<file path="config.mk">
export PLATFORM = sky130hd
export DESIGN_NAME = multi_lane_stall_pipeline
export DESIGN_NICKNAME = d
export VERILOG_FILES = /design/src/rtl/multi_lane_stall_pipeline_pkg.sv /design/src/rtl/multi_lane_stall_pipeline_stage.sv /design/src/rtl/multi_lane_stall_pipeline.sv
export SDC_FILE = /design/constraint.sdc
export NUM_CORES = 1
export LEC_CHECK = 0
export CORE_MARGIN = 2
export CORE_UTILIZATION = 51
export DETAILED_ROUTE_END_ITERATION = 10
export PLACE_DENSITY = 0.76
export RECOVER_POWER = 100
export SLEW_MARGIN = 30
export SYNTH_ARGS = -nofsm -noshare
export SYNTH_HDL_FRONTEND = slang
export SYNTH_SLANG_ARGS = --single-unit
export TNS_END_PERCENT = 30
</file>
<file path="constraint.sdc">
create_clock -name clk -period 2.1 [get_ports clk]
set_input_delay 0.42 -clock clk [delete_from_list [all_inputs] [get_ports clk]]
set_output_delay 0.42 -clock clk [all_outputs]
set_load 0.005 [all_outputs]
</file>
<file path="src/rtl/multi_lane_stall_pipeline_pkg.sv">
// Shared types and helpers for the multi-lane stall pipeline.
//   DATA_W_DEF  : default lane data width
//   CNT_W_DEF   : default stall counter width
//   MAX_DATA_W  : widest lane the increment helper supports
//   stage_inc() : data + inc, computed at MAX_DATA_W; callers truncate
//   lane_stage_t: one stage slot (valid + data) at the default width
package multi_lane_stall_pipeline_pkg;

   localparam int DATA_W_DEF = 32;
   localparam int CNT_W_DEF  = 32;
   localparam int MAX_DATA_W = 64;

   typedef struct packed {
      logic                  valid;
      logic [DATA_W_DEF-1:0] data;
   } lane_stage_t;

   // Wraps modulo 2^MAX_DATA_W; truncating to the lane width keeps the
   // result modulo 2^DATA_W as well.
   function automatic logic [MAX_DATA_W-1:0] stage_inc(input logic [MAX_DATA_W-1:0] data,
                                                       input logic [MAX_DATA_W-1:0] inc);
      return data + inc;
   endfunction

endpackage

</file>
<file path="src/rtl/multi_lane_stall_pipeline_stage.sv">
// One valid+data register of a pipeline lane.
//   clk, reset   : clock, synchronous active-high reset
//   flush        : clears valid, data untouched
//   advance      : load from the previous stage (low = hold)
//   in_valid/in_data   : previous stage (or lane input)
//   out_valid/out_data : this stage's registered contents
module pipe_lane_stage
   import multi_lane_stall_pipeline_pkg::*;
#(
   parameter int                DATA_W    = DATA_W_DEF,
   parameter logic [DATA_W-1:0] STAGE_INC = 1
) (
   input  logic              clk,
   input  logic              reset,
   input  logic              flush,
   input  logic              advance,
   input  logic              in_valid,
   input  logic [DATA_W-1:0] in_data,
   output logic              out_valid,
   output logic [DATA_W-1:0] out_data
);

   logic              valid_q, valid_d;
   logic [DATA_W-1:0] data_q, data_d;

   always_comb begin
      valid_d = valid_q;
      data_d  = data_q;
      if (flush) begin
         valid_d = 1'b0;
      end else if (advance) begin
         valid_d = in_valid;
         // Bubbles leave the data register alone; its content is don't-care.
         if (in_valid) begin
            data_d = DATA_W'(stage_inc(MAX_DATA_W'(in_data), MAX_DATA_W'(STAGE_INC)));
         end
      end
   end

   always_ff @(posedge clk) begin
      if (reset) begin
         valid_q <= 1'b0;
         data_q  <= '0;
      end else begin
         valid_q <= valid_d;
         data_q  <= data_d;
      end
   end

   assign out_valid = valid_q;
   assign out_data  = data_q;

endmodule

</file>
<file path="src/rtl/multi_lane_stall_pipeline.sv">
// LANES x DEPTH datapath pipeline with one global stall shared by all lanes.
//   clk, reset   : clock, synchronous active-high reset
//   flush        : drop every in-flight item
//   in_valid     : per-lane input valid       in_data  : lane i at [i*DATA_W +: DATA_W]
//   in_ready     : global, = ~stall
//   out_valid    : per-lane final-stage valid out_data : same packing as in_data
//   out_ready    : per-lane downstream ready
//   stall_count  : saturating count of stalled cycles since reset
module multi_lane_stall_pipeline
   import multi_lane_stall_pipeline_pkg::*;
#(
   parameter int                DATA_W    = DATA_W_DEF,
   parameter int                DEPTH     = 4,
   parameter int                LANES     = 2,
   parameter logic [DATA_W-1:0] STAGE_INC = 1,
   parameter int                CNT_W     = CNT_W_DEF
) (
   input  logic                    clk,
   input  logic                    reset,
   input  logic                    flush,
   input  logic [LANES-1:0]        in_valid,
   input  logic [LANES*DATA_W-1:0] in_data,
   output logic                    in_ready,
   output logic [LANES-1:0]        out_valid,
   output logic [LANES*DATA_W-1:0] out_data,
   input  logic [LANES-1:0]        out_ready,
   output logic [CNT_W-1:0]        stall_count
);

   logic [DEPTH-1:0]  stg_valid [LANES];
   logic [DATA_W-1:0] stg_data  [LANES][DEPTH];
   logic              stall;
   logic [CNT_W-1:0]  cnt_q, cnt_d;

   // Stall looks only at registered out_valid, so in_ready never depends on in_valid.
   assign stall    = |(out_valid & ~out_ready);
   assign in_ready = ~stall;

   for (genvar l = 0; l < LANES; l++) begin : g_lane
      for (genvar k = 0; k < DEPTH; k++) begin : g_stage
         logic              src_valid;
         logic [DATA_W-1:0] src_data;
         if (k == 0) begin : g_head
            assign src_valid = in_valid[l];
            assign src_data  = in_data[l*DATA_W +: DATA_W];
         end else begin : g_body
            assign src_valid = stg_valid[l][k-1];
            assign src_data  = stg_data[l][k-1];
         end
         pipe_lane_stage #(
            .DATA_W    (DATA_W),
            .STAGE_INC (STAGE_INC)
         ) u_stage (
            .clk       (clk),
            .reset     (reset),
            .flush     (flush),
            .advance   (~stall),
            .in_valid  (src_valid),
            .in_data   (src_data),
            .out_valid (stg_valid[l][k]),
            .out_data  (stg_data[l][k])
         );
      end
      assign out_valid[l]                    = stg_valid[l][DEPTH-1];
      assign out_data[l*DATA_W +: DATA_W]    = stg_data[l][DEPTH-1];
   end

   always_comb begin
      cnt_d = cnt_q;
      if (stall && (cnt_q != {CNT_W{1'b1}})) begin
         cnt_d = cnt_q + 1'b1;
      end
   end

   always_ff @(posedge clk) begin
      if (reset) begin
         cnt_q <= '0;
      end else begin
         cnt_q <= cnt_d;
      end
   end

   assign stall_count = cnt_q;

endmodule

</file>
# After elaboration in Yosys (flattened, before gate mapping)
# Index checks and enable logic that the tools add are counted.
classes:
  eq_ne: 1
  reduce_logical: 11
  add_sub_neg: 9
  n_bitwise: 4
ops:
  columns: ["operator", "count"]
  rows:
  - ["adder 32 x 1 -> 32 bit (second input constant)", 9]
  - ["!= test 32 bit (second input constant)", 1]
  - ["AND reduction 3 bit", 8]
  - ["OR reduction 2 bit", 2]
  - ["AND 2 bit", 1]
  - ["inverter 1 bit", 2]
  - ["inverter 2 bit", 1]
  - ["logical AND 1 bit", 1]
totals:
  elab_cells: 42
  ff_bits: 296
  in_bits: 71

# Depth between registers and ports, before layout
depth:
  depth_word: 5
  mapped_depth: 8
  mapped_depth_nobuf: 6

# Hierarchy
# Synthesis repeated with hierarchy kept, for this count alone.
hier_totals:
  cells_unflattened: 1789
  hier_area_um2: 15272.1
modules_own_cells:
  columns: ["mod", "cells_per_inst", "seq_area_each_um2", "area_per_inst_um2", "n_inst"]
  rows:
  - ["pipe_lane_stage", 198, 660.6, 1695.4, 8]
  - ["multi_lane_stall_pipeline", 205, 640.6, 1709.1, 1]

# Worst setup path after synthesis
# No wires, ideal clock.
synth_path:
  kind: "reg2reg"
  startpoint: "reg cnt_q[3], in the netlist stall_count[3]"
  endpoint: "reg cnt_q[22], in the netlist stall_count[22]"
  stages_incl_launch_ff: 8
  required_time_ps: 2030
  slack_ps: -101
  arrival_time_ps: 2131
  cell_sequence: "dfxtp_1 > nand4_2 > or3_1 > buf_6 > or4_4 > buf_6 > or3_1 > a21oi_1"
synth_via:
  elab_chain_len: 2
  word_cells_on_any_way: 3
  cone_classes: "add/sub: 1; eq/ne: 1; reduce/logical: 1"
synth_lines:
  columns: ["element", "line_no", "rtl"]
  rows:
  - ["from (decl)", "multi_lane_stall_pipeline.sv:33", "logic [CNT_W-1:0] cnt_q, cnt_d;"]
  - ["from (signal assigned)", "multi_lane_stall_pipeline.sv:79", "cnt_q <= cnt_d;"]
  - ["parallel branches: the longest is 2 deep, another holds adder 32 x 1 -> 32 bit", null, null]
# Parallel ways; which one is timed is not known.
# A chain may end at the register's enable or synchronous reset.

# Worst setup path in the final report
layout_path:
  startpoint: "reg cnt_q[7], in the netlist stall_count[7]"
  endpoint: "reg cnt_q[30], in the netlist stall_count[30]"
# Same word-level chain as after synthesis.

==> results.sh <==
export IMPL_status="finished, violations left"
export IMPL_violations="setup timing"
export IMPL_fill_cells=2399
export IMPL_grt_max_degree=130
export IMPL_finalWorstSetupSlack_ns=-0.0142
export IMPL_worst_ep_required_time_ns=2.57
export IMPL_clkSinkCount=296
export IMPL_min_from="reset"
export IMPL_cts_tree="done"
export IMPL_synth_cell_types=47
export IMPL_critPathArrivalTime_ns=2.59
export IMPL_synth_seq_cells=296
export IMPL_hold_viol=0
export IMPL_hold_path_class="input port to flip-flop"
export IMPL_synth_top_area_share_pct=39.2
export IMPL_finalSetupViolCount=2
export IMPL_grt_first_pass_wirelength_um=62500
export IMPL_crit_path_end_kind="flip-flop"
export IMPL_drc=0
export IMPL_async_flop_share_pct=0
export IMPL_clk_pin_slew_ns=0.06
export IMPL_skew_ns=0.00841
export IMPL_ir_drop_mv=0.688
export IMPL_syn_area_um2=15100
export IMPL_p_leak_nw=6.54
export IMPL_min_period_over_period_pct=101
export IMPL_dp_hpwl_um=27800
export IMPL_io_buffers=169
export IMPL_wire_per_inst_um=14.6
export IMPL_row_count=63
export IMPL_cts_max_level=1
export IMPL_syn_to_final_growth_pct=30.8
export IMPL_antenna_left=0
export IMPL_crit_fanout=12
export IMPL_nets=2227
export IMPL_routed_top_layer="met4"
export IMPL_diodes=0
export IMPL_switchingPower_w=0.00284
export IMPL_avgSynthCellArea_um2=8.30
export IMPL_track_usage_pct=23.5
export IMPL_yosysTopAreaCell="dfxtp_1"
export IMPL_dieArea_um2=31000
export IMPL_worst_slew_pin_slew_ns=0.577
export IMPL_finalSetupTns_ns=-0.0182
export IMPL_pwr_share_seq_pct=47.5
export IMPL_wl_met1_um=18000
export IMPL_power_density_nw_per_um2=631
export IMPL_io_pins=170
export IMPL_sw_frac_of_total_pct=22.8
export IMPL_viasPerCell=5.59
export IMPL_cts_buffers=31
export IMPL_ys_seq_area_share_pct=39.2
export IMPL_die_w_um=176
export IMPL_critPathKind="flip-flop to flip-flop"
export IMPL_clockBufferDepth=3
export IMPL_start_util_pct=51.4
export IMPL_totalPowerFinal_w=0.0125
export IMPL_power_frac_comb_pct=7.7
export IMPL_cap_violations=0
export IMPL_place_gp_congestion=0.901
export IMPL_fp_coreArea_um2=29400
export IMPL_num_vias=14300
export IMPL_synth_top_flop_cell="dfxtp_1"
export IMPL_clk_latency_ns=0.55
export IMPL_slowest_stage="or4_4"
export IMPL_slowest_delay_ns=0.56
export IMPL_first_pass_iters=5
export IMPL_critPathLaunchType="flip-flop"
export IMPL_drt_wl_total_um=37400
export IMPL_multi_input_area_um2=8720
export IMPL_drv_slew=0
export IMPL_met3_length_um=1990
export IMPL_period_minus_slack_ns=2.11
export IMPL_dp_slack_ns=-0.334
export IMPL_crit_path_start="stall_count[7]"
export IMPL_grt_pass1_vias=13200
export IMPL_layout_drive_gt1_share_pct=14.7
export IMPL_hold_buffers=0
export IMPL_synth_top_cells_by_area="dfxtp_1, a211oi_1, xor2_1"
export IMPL_yosysWarnings=0
export IMPL_antenna_found_initial=0
export IMPL_syn_instance_count=1821
export IMPL_layout_commonest_cell="nor2_1"
export IMPL_p_clk_share_pct=44.8
export IMPL_clock_root_buffer="clkbuf_16"
export IMPL_synth_fp_nets=1901
export IMPL_worstReg2RegStart="stall_count[7]"
export IMPL_p_int_w=0.00963
export IMPL_final_core_utilization_pct=67.2
export IMPL_overflow=0
export IMPL_slew_headroom_pct=61.5
export IMPL_seqCellArea_um2=5940
export IMPL_grt_setup_unrepaired="true"
export IMPL_drt_iter0_drc=950
export IMPL_r2r_slack_ns=-0.01
export IMPL_synth_edf_count=0
export IMPL_timing_fmax_ghz=0.473
export IMPL_wl_met2_um=16600
export IMPL_die_y_um=176
export IMPL_crit_chain="nand4_1 > or3_4 > or4_4 > or4_1 > a21oi_1"
export IMPL_layout_common_cells="nor2_1, dfxtp_1, a211oi_1, buf_4, xor2_1"
==> synthesized netlist by cell type (23+ instances only) <==
| cell type | instances |
|---|---|
| nor3_1 | 32 |
| xnor2_1 | 95 |
| nor4_1 | 33 |
| a211oi_1 | 238 |
| nand4_1 | 95 |
| nor2_1 | 300 |
| clkbuf_1 | 86 |
| or3_1 | 23 |
| a21oi_1 | 39 |
| xor2_1 | 143 |
| and4_1 | 29 |
| and3_1 | 32 |
| nand2_1 | 102 |
| nand3_1 | 112 |
| dfxtp_1 | 296 |
==> per-stage QoR <==
stage,hold WS (ns),cells,cell area [um2]
final,0.310,2560,19800
after global placement,0.453,2500,18800
after detailed placement,0.458,2500,18800
after floorplan,0.440,1821,15100
after global routing,0.316,2560,19800
after CTS,0.295,2559,19900
==> cell type report <==
class	instances	share of cell area, %
clock buffer	44	4.63
clock inverter	12	0.716
inverter	19	0.361
multi-input combinational	1394	44.1
sequential	296	30.1
tap	390	2.47
timing repair buffer	405	17.6
==> registers in the layout (all words and copies together) (netlist names) <==
name and count:
g_lane.g_stage.u_stage.out_valid 8, stall_count 32, g_lane.g_stage.u_stage.out_data 256
==> logic make-up (layout without fill, tap and decap cells) <==
kind of cell / after synthesis / count (layout) / share of synthesized area, %
flops: 296 / 296 / 39.2
fa+ha+maj: 9 / 9 / 0.745
buf+inv: 131 / 480 / 3.42
compound gates: 314 / 314 / 14.7
xor+xnor: 238 / 238 / 13.8
mux: 9 / 9 / 0.613
simple gates: 824 / 824 / 27.5
==> power by group through the flow <==
stage          sequential, W  clock (W)  combinational [W]
5_1_grt              0.00594    0.00593            0.00107
4_1_cts              0.00592    0.00569           0.000984
2_1_floorplan        0.00602          0           0.000483
3_5_place_dp         0.00605          0           0.000978
6_report             0.00592    0.00558           0.000966
3_3_place_gp         0.00604          0           0.000955
==> path summary, 6_finish.rpt <==
check                                                              end  cells after the start
worst max-delay path                                   stall_count[30]                      5
worst min register to register  g_lane[0].g_stage[2].u_stage.out_valid                      2
worst max register to register                         stall_count[30]                      5
worst min-delay path                                   stall_count[16]                      2
==> what timing repair did <==
item	in CTS	in global routing
pin swaps	1	2
buffers inserted	3	1
setup endpoints to repair	13	24
resized for setup	8	11
==> worst max-delay path: cells and delay by family (launching register included) <==
kind            cells  cell delay, ns
flops               1            0.36
simple gates        4            1.52
compound gates      1            0.16
==> layer usage <==
layer / vias to the layer above / GRT usage, %
li1: 7309 / -
met1: 6532 / 33.5
met2: 398 / 37.6
met3: 59 / 2.65
met4: 0 / 6.47
met5: - / 0
Note: power is estimated with default switching activity, not from simulation.
